**config.mk**
```make
export PLATFORM = sky130hd
export DESIGN_NAME = sync_fifo_flags
export DESIGN_NICKNAME = d
export VERILOG_FILES = /design/src/rtl/fifo_pkg.sv /design/src/rtl/fifo_mem.sv /design/src/rtl/sync_fifo_flags.sv
export SDC_FILE = /design/constraint.sdc
export NUM_CORES = 1
export LEC_CHECK = 0
export ABC_AREA = 1
export BUFFER_PORTS_ARGS = -buffer_cell sky130_fd_sc_hd__buf_2
export CAP_MARGIN = 10
export CORE_MARGIN = 10
export CORE_UTILIZATION = 30
export CTS_CLUSTER_SIZE = 40
export DETAILED_ROUTE_END_ITERATION = 7
export GPL_ROUTABILITY_DRIVEN = 1
export PLACE_DENSITY = 0.5
export SLEW_MARGIN = 10
export SYNTH_ARGS = -nofsm -noshare
export SYNTH_HDL_FRONTEND = slang
export SYNTH_HIERARCHICAL = 1
export SYNTH_SLANG_ARGS = --single-unit
```
**constraint.sdc**
```tcl
create_clock -name clk -period 2.5 [get_ports clk]
set_clock_uncertainty 0.05 [all_clocks]
set_input_delay 0.375 -clock clk [delete_from_list [all_inputs] [get_ports clk]]
set_output_delay 0.375 -clock clk [all_outputs]
set_load 0.1 [all_outputs]
```
**src/rtl/fifo_pkg.sv**
```systemverilog
// Shared definitions for the sync_fifo_flags buffering primitive.
//   FIFO_MODE_STD  : registered read data, dout_valid is a one-cycle strobe
//   FIFO_MODE_FWFT : head word presented combinationally, dout_valid = !empty
//   level_width()  : bit width of the fill-level count (must hold 0..DEPTH)
package fifo_pkg;

   localparam int FIFO_MODE_STD  = 0;
   localparam int FIFO_MODE_FWFT = 1;

   function automatic int level_width(input int log2_depth);
      return log2_depth + 1;
   endfunction

endpackage

```
**src/rtl/fifo_mem.sv**
```systemverilog
// Storage array for sync_fifo_flags: DEPTH x DATA_WIDTH flops.
//   clk     : write clock
//   wr_en   : write strobe (already qualified as an accepted write)
//   wr_addr : write address
//   din     : write data
//   rd_addr : read address (asynchronous read)
//   rd_data : contents at rd_addr
// Contents are intentionally not reset.
module fifo_mem #(
   parameter int DATA_WIDTH = 16,
   parameter int LOG2_DEPTH = 4
) (
   input  logic                  clk,
   input  logic                  wr_en,
   input  logic [LOG2_DEPTH-1:0] wr_addr,
   input  logic [DATA_WIDTH-1:0] din,
   input  logic [LOG2_DEPTH-1:0] rd_addr,
   output logic [DATA_WIDTH-1:0] rd_data
);

   logic [DATA_WIDTH-1:0] mem [2**LOG2_DEPTH];

   always_ff @(posedge clk) begin
      if (wr_en) begin
         mem[wr_addr] <= din;
      end
   end

   assign rd_data = mem[rd_addr];

endmodule

```
**src/rtl/sync_fifo_flags.sv**
```systemverilog
// Single-clock FIFO with selectable standard / first-word-fall-through read,
// programmable almost-full / almost-empty thresholds, fill level and
// overflow / underflow error pulses.
//   clk, reset         : clock, synchronous active-high reset
//   din, wr_en         : write data / request
//   rd_en              : read request (FWFT: acknowledge of the shown word)
//   dout, dout_valid   : read data and its qualifier
//   full, empty        : level == DEPTH / level == 0
//   almost_full        : level >= AFULL_LEVEL
//   almost_empty       : level <= AEMPTY_LEVEL
//   level              : stored word count 0..DEPTH
//   overflow/underflow : one-cycle pulse after a rejected write / read
module sync_fifo_flags
   import fifo_pkg::*;
#(
   parameter int DATA_WIDTH   = 16,
   parameter int LOG2_DEPTH   = 4,
   parameter int FWFT         = FIFO_MODE_STD,
   parameter int AFULL_LEVEL  = (2**LOG2_DEPTH) - 2,
   parameter int AEMPTY_LEVEL = 1
) (
   input  logic                               clk,
   input  logic                               reset,
   input  logic [DATA_WIDTH-1:0]              din,
   input  logic                               wr_en,
   input  logic                               rd_en,
   output logic [DATA_WIDTH-1:0]              dout,
   output logic                               dout_valid,
   output logic                               full,
   output logic                               empty,
   output logic                               almost_full,
   output logic                               almost_empty,
   output logic [level_width(LOG2_DEPTH)-1:0] level,
   output logic                               overflow,
   output logic                               underflow
);

   localparam int DEPTH = 2**LOG2_DEPTH;
   localparam int LW    = level_width(LOG2_DEPTH);

   localparam logic [LW-1:0] LVL_FULL   = LW'(DEPTH);
   localparam logic [LW-1:0] LVL_AFULL  = LW'(AFULL_LEVEL);
   localparam logic [LW-1:0] LVL_AEMPTY = LW'(AEMPTY_LEVEL);

   generate
      if (LOG2_DEPTH < 1 || LOG2_DEPTH > 12) begin : g_bad_depth
         $error("sync_fifo_flags: LOG2_DEPTH must be in 1..12");
      end
      if (FWFT != FIFO_MODE_STD && FWFT != FIFO_MODE_FWFT) begin : g_bad_mode
         $error("sync_fifo_flags: FWFT must be 0 or 1");
      end
      if (AFULL_LEVEL < 1 || AFULL_LEVEL > DEPTH) begin : g_bad_afull
         $error("sync_fifo_flags: AFULL_LEVEL must be in 1..DEPTH");
      end
      if (AEMPTY_LEVEL < 0 || AEMPTY_LEVEL > DEPTH - 1) begin : g_bad_aempty
         $error("sync_fifo_flags: AEMPTY_LEVEL must be in 0..DEPTH-1");
      end
   endgenerate

   logic [LOG2_DEPTH-1:0] wr_ptr;
   logic [LOG2_DEPTH-1:0] rd_ptr;
   logic [LW-1:0]         level_q;
   logic [DATA_WIDTH-1:0] rd_data;
   logic                  rd_acc;
   logic                  wr_acc;
   logic                  overflow_q;
   logic                  underflow_q;

   assign empty        = (level_q == '0);
   assign full         = (level_q == LVL_FULL);
   assign almost_full  = (level_q >= LVL_AFULL);
   assign almost_empty = (level_q <= LVL_AEMPTY);
   assign level        = level_q;
   assign overflow     = overflow_q;
   assign underflow    = underflow_q;

   // A write into a full FIFO is only safe when the head is leaving in the
   // same cycle; an empty FIFO never accepts a read, even with a write.
   assign rd_acc = rd_en && !empty;
   assign wr_acc = wr_en && (!full || rd_acc);

   fifo_mem #(
      .DATA_WIDTH (DATA_WIDTH),
      .LOG2_DEPTH (LOG2_DEPTH)
   ) u_mem (
      .clk     (clk),
      .wr_en   (wr_acc),
      .wr_addr (wr_ptr),
      .din     (din),
      .rd_addr (rd_ptr),
      .rd_data (rd_data)
   );

   always_ff @(posedge clk) begin
      if (reset) begin
         wr_ptr      <= '0;
         rd_ptr      <= '0;
         level_q     <= '0;
         overflow_q  <= 1'b0;
         underflow_q <= 1'b0;
      end else begin
         if (wr_acc) begin
            wr_ptr <= wr_ptr + LOG2_DEPTH'(1);
         end
         if (rd_acc) begin
            rd_ptr <= rd_ptr + LOG2_DEPTH'(1);
         end
         case ({wr_acc, rd_acc})
            2'b10:   level_q <= level_q + LW'(1);
            2'b01:   level_q <= level_q - LW'(1);
            default: level_q <= level_q;
         endcase
         overflow_q  <= wr_en && !wr_acc;
         underflow_q <= rd_en && !rd_acc;
      end
   end

   generate
      if (FWFT == FIFO_MODE_FWFT) begin : g_fwft
         assign dout       = empty ? '0 : rd_data;
         assign dout_valid = !empty;
      end else begin : g_std
         logic [DATA_WIDTH-1:0] dout_q;
         logic                  dout_valid_q;

         // rd_data is the pre-write head even when full with a simultaneous
         // write, because the array updates on the same edge we capture.
         always_ff @(posedge clk) begin
            if (reset) begin
               dout_q       <= '0;
               dout_valid_q <= 1'b0;
            end else begin
               dout_valid_q <= rd_acc;
               if (rd_acc) begin
                  dout_q <= rd_data;
               end
            end
         end

         assign dout       = dout_q;
         assign dout_valid = dout_valid_q;
      end
   endgenerate

endmodule

```
==> results.cfg, run 1 <==
[setup_path]
cp_max_fo = 7
slowest_stage = dfxtp_4
crit_top_cell = buf_4
cp-start-kind = flop
end_kind = output port
required_ns = 2.08
cpPeakStageDelay_ns = 0.36
critical_path_class = flop to output port
crit_arrival_ns = 1.94
path_cells = inv_1, buf_4, ha_1, nor2_1, o31ai_4, buf_4

[synth]
async_flop_share_pct = 0
synth_ff_type = edfxtp_1
synth_seq_cells = 288
ys_warn_count = 6
syn-cell-area_um2 = 12600
synth_area_leaders = edfxtp_1 (61%), nand2_1 (11%), nand3_1 (8.1%)
syn_inst = 1264
synth_seq_area_share_pct = 66.0
syn_nets = 1291
synth_edf_count = 256
yosys.area.top_type = edfxtp_1
syn_area_per_cell_um2 = 9.98
synth_top_area_share_pct = 60.9
synth_cell_types = 28

[clock_tree]
cts.sinks = 288
numCtsBuffers = 31
insertion_delay_ns = 0.59
cts.clk_slew.worst_paths_ns = 0.06
cts_tree = yes
clockBufferDepth = 3
htreeDepth = 1
cts_root_buf = clkbuf_16

[route]
drt_iter0_drc = 643
ant_nets = 0
wl_per_cell_um = 17.3
avgViaCountPerCell = 4.49
firstDrtPassIters = 5
wl_um = 32700
drc = 0
vias = 8470

[sta]
hold_viol = 0
rsz0062_at_grt = false
relSlewSlack_pct = 54.5
final-max-slew-violation-count = 0
setup_viol = 0
worst_pin_slew_ns = 0.682
fmax_mhz = 424
period_needed_ns = 2.36
fin_crit_sh_pct = 94.4

[layout]
syn2layout_area_growth_pct = 16.6
antenna_cells = 0
drive_above_1_share_pct = 12.1
layout.nets = 1351
fin_util_pct = 35.2
layout_commonest_cell = nand2_1
layout_common_cells = nand2_1 (375), edfxtp_1 (256), inv_1 (212), nand3_1 (205), nor2_1 (46)

[floorplanning]
initial_core_util_pct = 30.2
rows = 75
ioPinCount = 48
die-area_um2 = 50600
die-height_um = 225
die_x_um = 225
core_area_um2 = 41800

[worst_hold_path]
worstHoldPathType = primary input to flop

[global_route]
grt_util_all_layers_pct = 13.0
grt_pass1_vias = 8486
grt_max_degree = 133
antenna_found_initial = 1
grt-ovfl-total = 0
grt_pass1_wl_um = 50900

[placement]
gp_congestion = 0.816
port_buffers = 47
dp_hpwl_um = 20800

[power_and_ir_drop]
ir_drop_mv = 0.504
p_leak_nw = 6.22
power.total_w = 0.0129
p_per_area_nw_per_um2 = 880

[job]
drv_cap = 0

[status]
status = complete, no violations
==> critical path, delay by kind of cell, from the launching register on <==
family                   cells  cell delay, ns
AO/OA/AOI/OAI                1            0.25
flip-flops                   1            0.36
buffers and inverters        3            0.56
AND/OR/NAND/NOR              1            0.06
adder cells (fa/ha/maj)      1            0.14
==> power breakdown <==
group          switching, W  internal [W]  leakage [nW]
Sequential         0.000121       0.00541          2.58
Clock               0.00185       0.00239         0.463
Combinational       0.00240      0.000764          3.18
==> worst paths after layout <==
kind / cells past startpoint / slack (ns) / startpoint / endpoint
setup reg to reg: 8 / 0.14 / level[1]$_SDFFE_PP0P_ / u_mem/mem[15][6]$_DFFE_PP_
hold / removal: 2 / 0.05 / reset / wr_ptr[2]$_SDFFE_PP0P_
setup / recovery: 6 / 0.14 / level[0]$_SDFFE_PP0P_ / almost_full
hold reg to reg: 2 / 0.43 / dout[7]$_SDFFE_PP0P_ / dout[7]$_SDFFE_PP0P_
==> sequential cells by signal (all words and copies together), names as in the netlist <==
register    count
rd_ptr          4
overflow        1
dout           16
dout_valid      1
underflow       1
level           5
u_mem/mem     256
wr_ptr          4
==> layer usage <==
layer,share of wire (%),wire (um),up-vias,GRT usage [%]
met5,0.024,8,-,0
met4,3.0,970,2,4.61
met3,4.5,1460,61,1.93
met2,49,16000,166,22.4
met1,44,14300,4034,16.3
li1,-,-,4207,-
==> layout make-up <==
type / instances / area (um^2)
Timing Repair Buffer: 86 / 748
Tap cell: 539 / 674
Multi-Input combinational cell: 702 / 3200
Inverter: 215 / 810
Clock inverter: 14 / 70.1
Clock buffer: 44 / 865
Sequential cell: 288 / 8340
Fill cell: 4163 / 27000
==> cell families after synthesis <==
kind of cell               share of synthesized area (%)
buffers and inverters                               9.39
and+or+nand+nor                                     22.3
adders and majority gates                          0.694
AOI/OAI and AO/OA                                   1.25
xor gates and xnor gates                           0.347
DFF                                                 66.0
==> through the flow <==
stage,hold WS [ns],std cells,cell area (um^2),worst slack [ns],TNS (ns)
after floorplan,0.394,1264,12700,-0.362,-63.08
final,0.0490,1888,14700,0.140,0
after global routing,0.0397,1888,14700,0.0187,0
after detailed placement,0.426,1830,13800,0.179,0
after CTS,0.0248,1888,14700,0.0840,0
after global placement,0.422,1830,13800,0.202,0
==> cells in the mapped netlist, types with 2 or more instances <==
library cell and n:
inv_1 212, nor2_1 63, clkbuf_1 11, nand3_1 205, inv_2 3, nand3_4 2, nand3b_1 2, edfxtp_1 256
xnor2_1 4, buf_2 19, nor3_1 2, o21ai_0 22, nand2_4 2, nand4_1 5, a21oi_1 8, ha_1 7
nand2_1 375, buf_6 8, buf_4 18, dfxtp_1 32
==> what timing repair did <==
item                                   CTS  global route
gates resized for setup                  1             2
setup buffers                            0             0
setup endpoints to repair                1             2
cloned                                   0             0
pin swaps                                0             0
hold buffers                             0             0
endpoints found under the hold margin    0             0
Power figures use the tool's default switching activity.
==> run 2, diff against run 1 <==
--- a/config.mk
+++ b/config.mk
@@ -17,5 +17,4 @@
 export SLEW_MARGIN = 10
 export SYNTH_ARGS = -nofsm -noshare
 export SYNTH_HDL_FRONTEND = slang
-export SYNTH_HIERARCHICAL = 1
 export SYNTH_SLANG_ARGS = --single-unit
==> run 2 against run 1 <==
Core utilization is 0.13 points higher. Routed wire length is 2.6% higher. Total power is 2.9% higher. Non-clock buffer count is 8 lower. Hold slack better by 0.056 ns. Synthesized cell count is 2.5% lower. Final cell count is 2.5% lower. Critical path depth is 1 lower. Combinational power hardly changed. Die area is 1.3% lower. Register-to-register slack better by 0.12 ns. Largest cell class unchanged.
==> results.cfg, run 2 <==
[status]
status = complete, no violations

[synth]
synth_cell_types = 27
synth_edf_count = 256
synth_common_cells = nand2_1 (429), edfxtp_1 (256), nand3_1 (188), inv_1 (159), nor2_1 (57)
synth_ff_type = edfxtp_1
synth_area_leaders = edfxtp_1 (62%), nand2_1 (13%), nand3_1 (7.6%)
syn_area_per_cell_um2 = 10.1
synth_seq_area_share_pct = 67.0
yosys.area.top_type = edfxtp_1
synth_top_area_share_pct = 61.8
syn_inst = 1233
ys_warn_count = 0
syn-cell-area_um2 = 12400
synth.most_common_cell = nand2_1
syn_nets = 1263
async_flop_share_pct = 0
synth_seq_cells = 288

[setup_path]
end_kind = output port
reg2reg_to = u_mem.mem[12][11]$_DFFE_PP_
r2r_slack_ns = 0.26
crit_arrival_ns = 1.90
r2r_cells = 8
cp-start-kind = flop
critical_path_class = flop to output port
cp_max_fo = 7
r2r_start = level[0]$_SDFFE_PP0P_
required_ns = 2.08

[placement]
dp_hpwl_um = 20900
place_ws_ns = 0.268
gp_congestion = 0.807
port_buffers = 47
placed_cell_area_um2 = 13500

[floorplanning]
ioPinCount = 48
core_area_um2 = 40900
initial_core_util_pct = 30.4
die-area_um2 = 50000
die_x_um = 224
die-height_um = 224
rows = 74

[clock_tree]
cts_setup_buffers = 0
clockBufferDepth = 3
ctsResizeCount = 0
cts.sinks = 288
cts.clk_slew.worst_paths_ns = 0.06
numCtsBuffers = 31
insertion_delay_ns = 0.56
cts_root_buf = clkbuf_16
htreeDepth = 1
cts_tree = yes
hold_buffers = 0

[global_route]
grt_pass1_wl_um = 50700
antenna_found_initial = 2
grt_max_degree = 131
grt_pass1_vias = 8100
grt_util_all_layers_pct = 13.2
grt-ovfl-total = 0

[power_and_ir_drop]
p_leak_nw = 6.05
power.total_w = 0.0133
p_per_area_nw_per_um2 = 920
ir_drop_mv = 0.545

[route]
vias = 8296
drc = 0
drt_iter0_drc = 426
wl_per_cell_um = 18.2
avgViaCountPerCell = 4.51
ant_nets = 0
wl_um = 33500
firstDrtPassIters = 5

[sta]
rsz0062_at_grt = false
setup_tns_ns = 0
hold_viol = 0
relSlewSlack_pct = 53.3
setup_ws_ns = 0.172
worst_pin_slew_ns = 0.700
fin_crit_sh_pct = 93.1
period_needed_ns = 2.33
final-max-slew-violation-count = 0
setup_viol = 0
fmax_mhz = 430

[job]
drv_cap = 0

[layout]
largest_reg_flops = 256
layout_common_cells = nand2_1 (429), edfxtp_1 (256), nand3_1 (188), inv_1 (158), buf_2 (45)
layout_commonest_cell = nand2_1
layout.nets = 1315
fillerInstances = 4149
final_cell_area_um2 = 14500
syn2layout_area_growth_pct = 16.4
drive_above_1_share_pct = 11.8
antenna_cells = 0
largest_register = u_mem.mem

[worst_hold_path]
worstHoldPathType = primary input to flop
hold_path_end = overflow$_SDFF_PP0_
holdPathStages = 3
hold_start = wr_en
run 2: final cells by class:
type | instances | area (um^2) | share of cell area [%]
clock buffer | 41 | 823 | 5.69
multi-input combinational | 721 | 3240 | 22.4
inverter | 165 | 627 | 4.33
timing repair buffer | 78 | 598 | 4.13
clock inverter | 16 | 180 | 1.25
tap | 532 | 666 | 4.60
sequential | 288 | 8340 | 57.6
run 2: power breakdown:
part	internal (W)	switching, W
Sequential	0.00542	0.000147
Clock	0.00271	0.00185
Combinational	0.000745	0.00245
run 2: stage by stage:
| step | util [%] | hold slack (ns) | std cells |
|---|---|---|---|
| after floorplan | - | 0.421 | 1233 |
| after global placement | 32.9 | 0.450 | 1784 |
| after detailed placement | 32.9 | 0.448 | 1784 |
| after CTS | 35.3 | 0.0827 | 1841 |
| after global routing | 35.4 | 0.104 | 1841 |
| final | 35.4 | 0.105 | 1841 |
run 2: how the worst max path moves through the flow:
stage	depth (start not counted)	to	from
after floorplan	7	u_mem.mem[11][0]$_DFFE_PP_	level[0]$_SDFFE_PP0P_
after global placement	8	u_mem.mem[2][0]$_DFFE_PP_	level[0]$_SDFFE_PP0P_
after detailed placement	8	u_mem.mem[12][12]$_DFFE_PP_	level[0]$_SDFFE_PP0P_
after CTS	5	empty	level[0]$_SDFFE_PP0P_
after global routing	5	empty	level[0]$_SDFFE_PP0P_
final	5	empty	level[0]$_SDFFE_PP0P_
run 2: kinds of logic after synthesis:
group / Yosys count / synth area share (%)
AND/OR/NAND/NOR: 684 / 23.1
adder cells (fa/ha/maj): 10 / 1.01
buffers and inverters: 224 / 7.48
XOR/XNOR: 9 / 0.634
AO/OA/AOI/OAI: 18 / 0.745
flip-flops: 288 / 67.0
run 2: routing by layer:
metal | vias up | track usage (%) | part of all wire (%)
li1 | 4096 | - | -
met4 | 0 | 3.18 | 2.0
met2 | 164 | 21.7 | 47
met5 | - | 0 | 0
met1 | 3992 | 17.3 | 45
met3 | 44 | 2.73 | 5.4
run 2: critical path, cell delays in order, from the launching register on:
cell,delay [ns]
dfxtp_2,0.34
inv_1,0.17
ha_1,0.30
nand3_4,0.14
inv_1,0.07
clkbuf_4,0.32
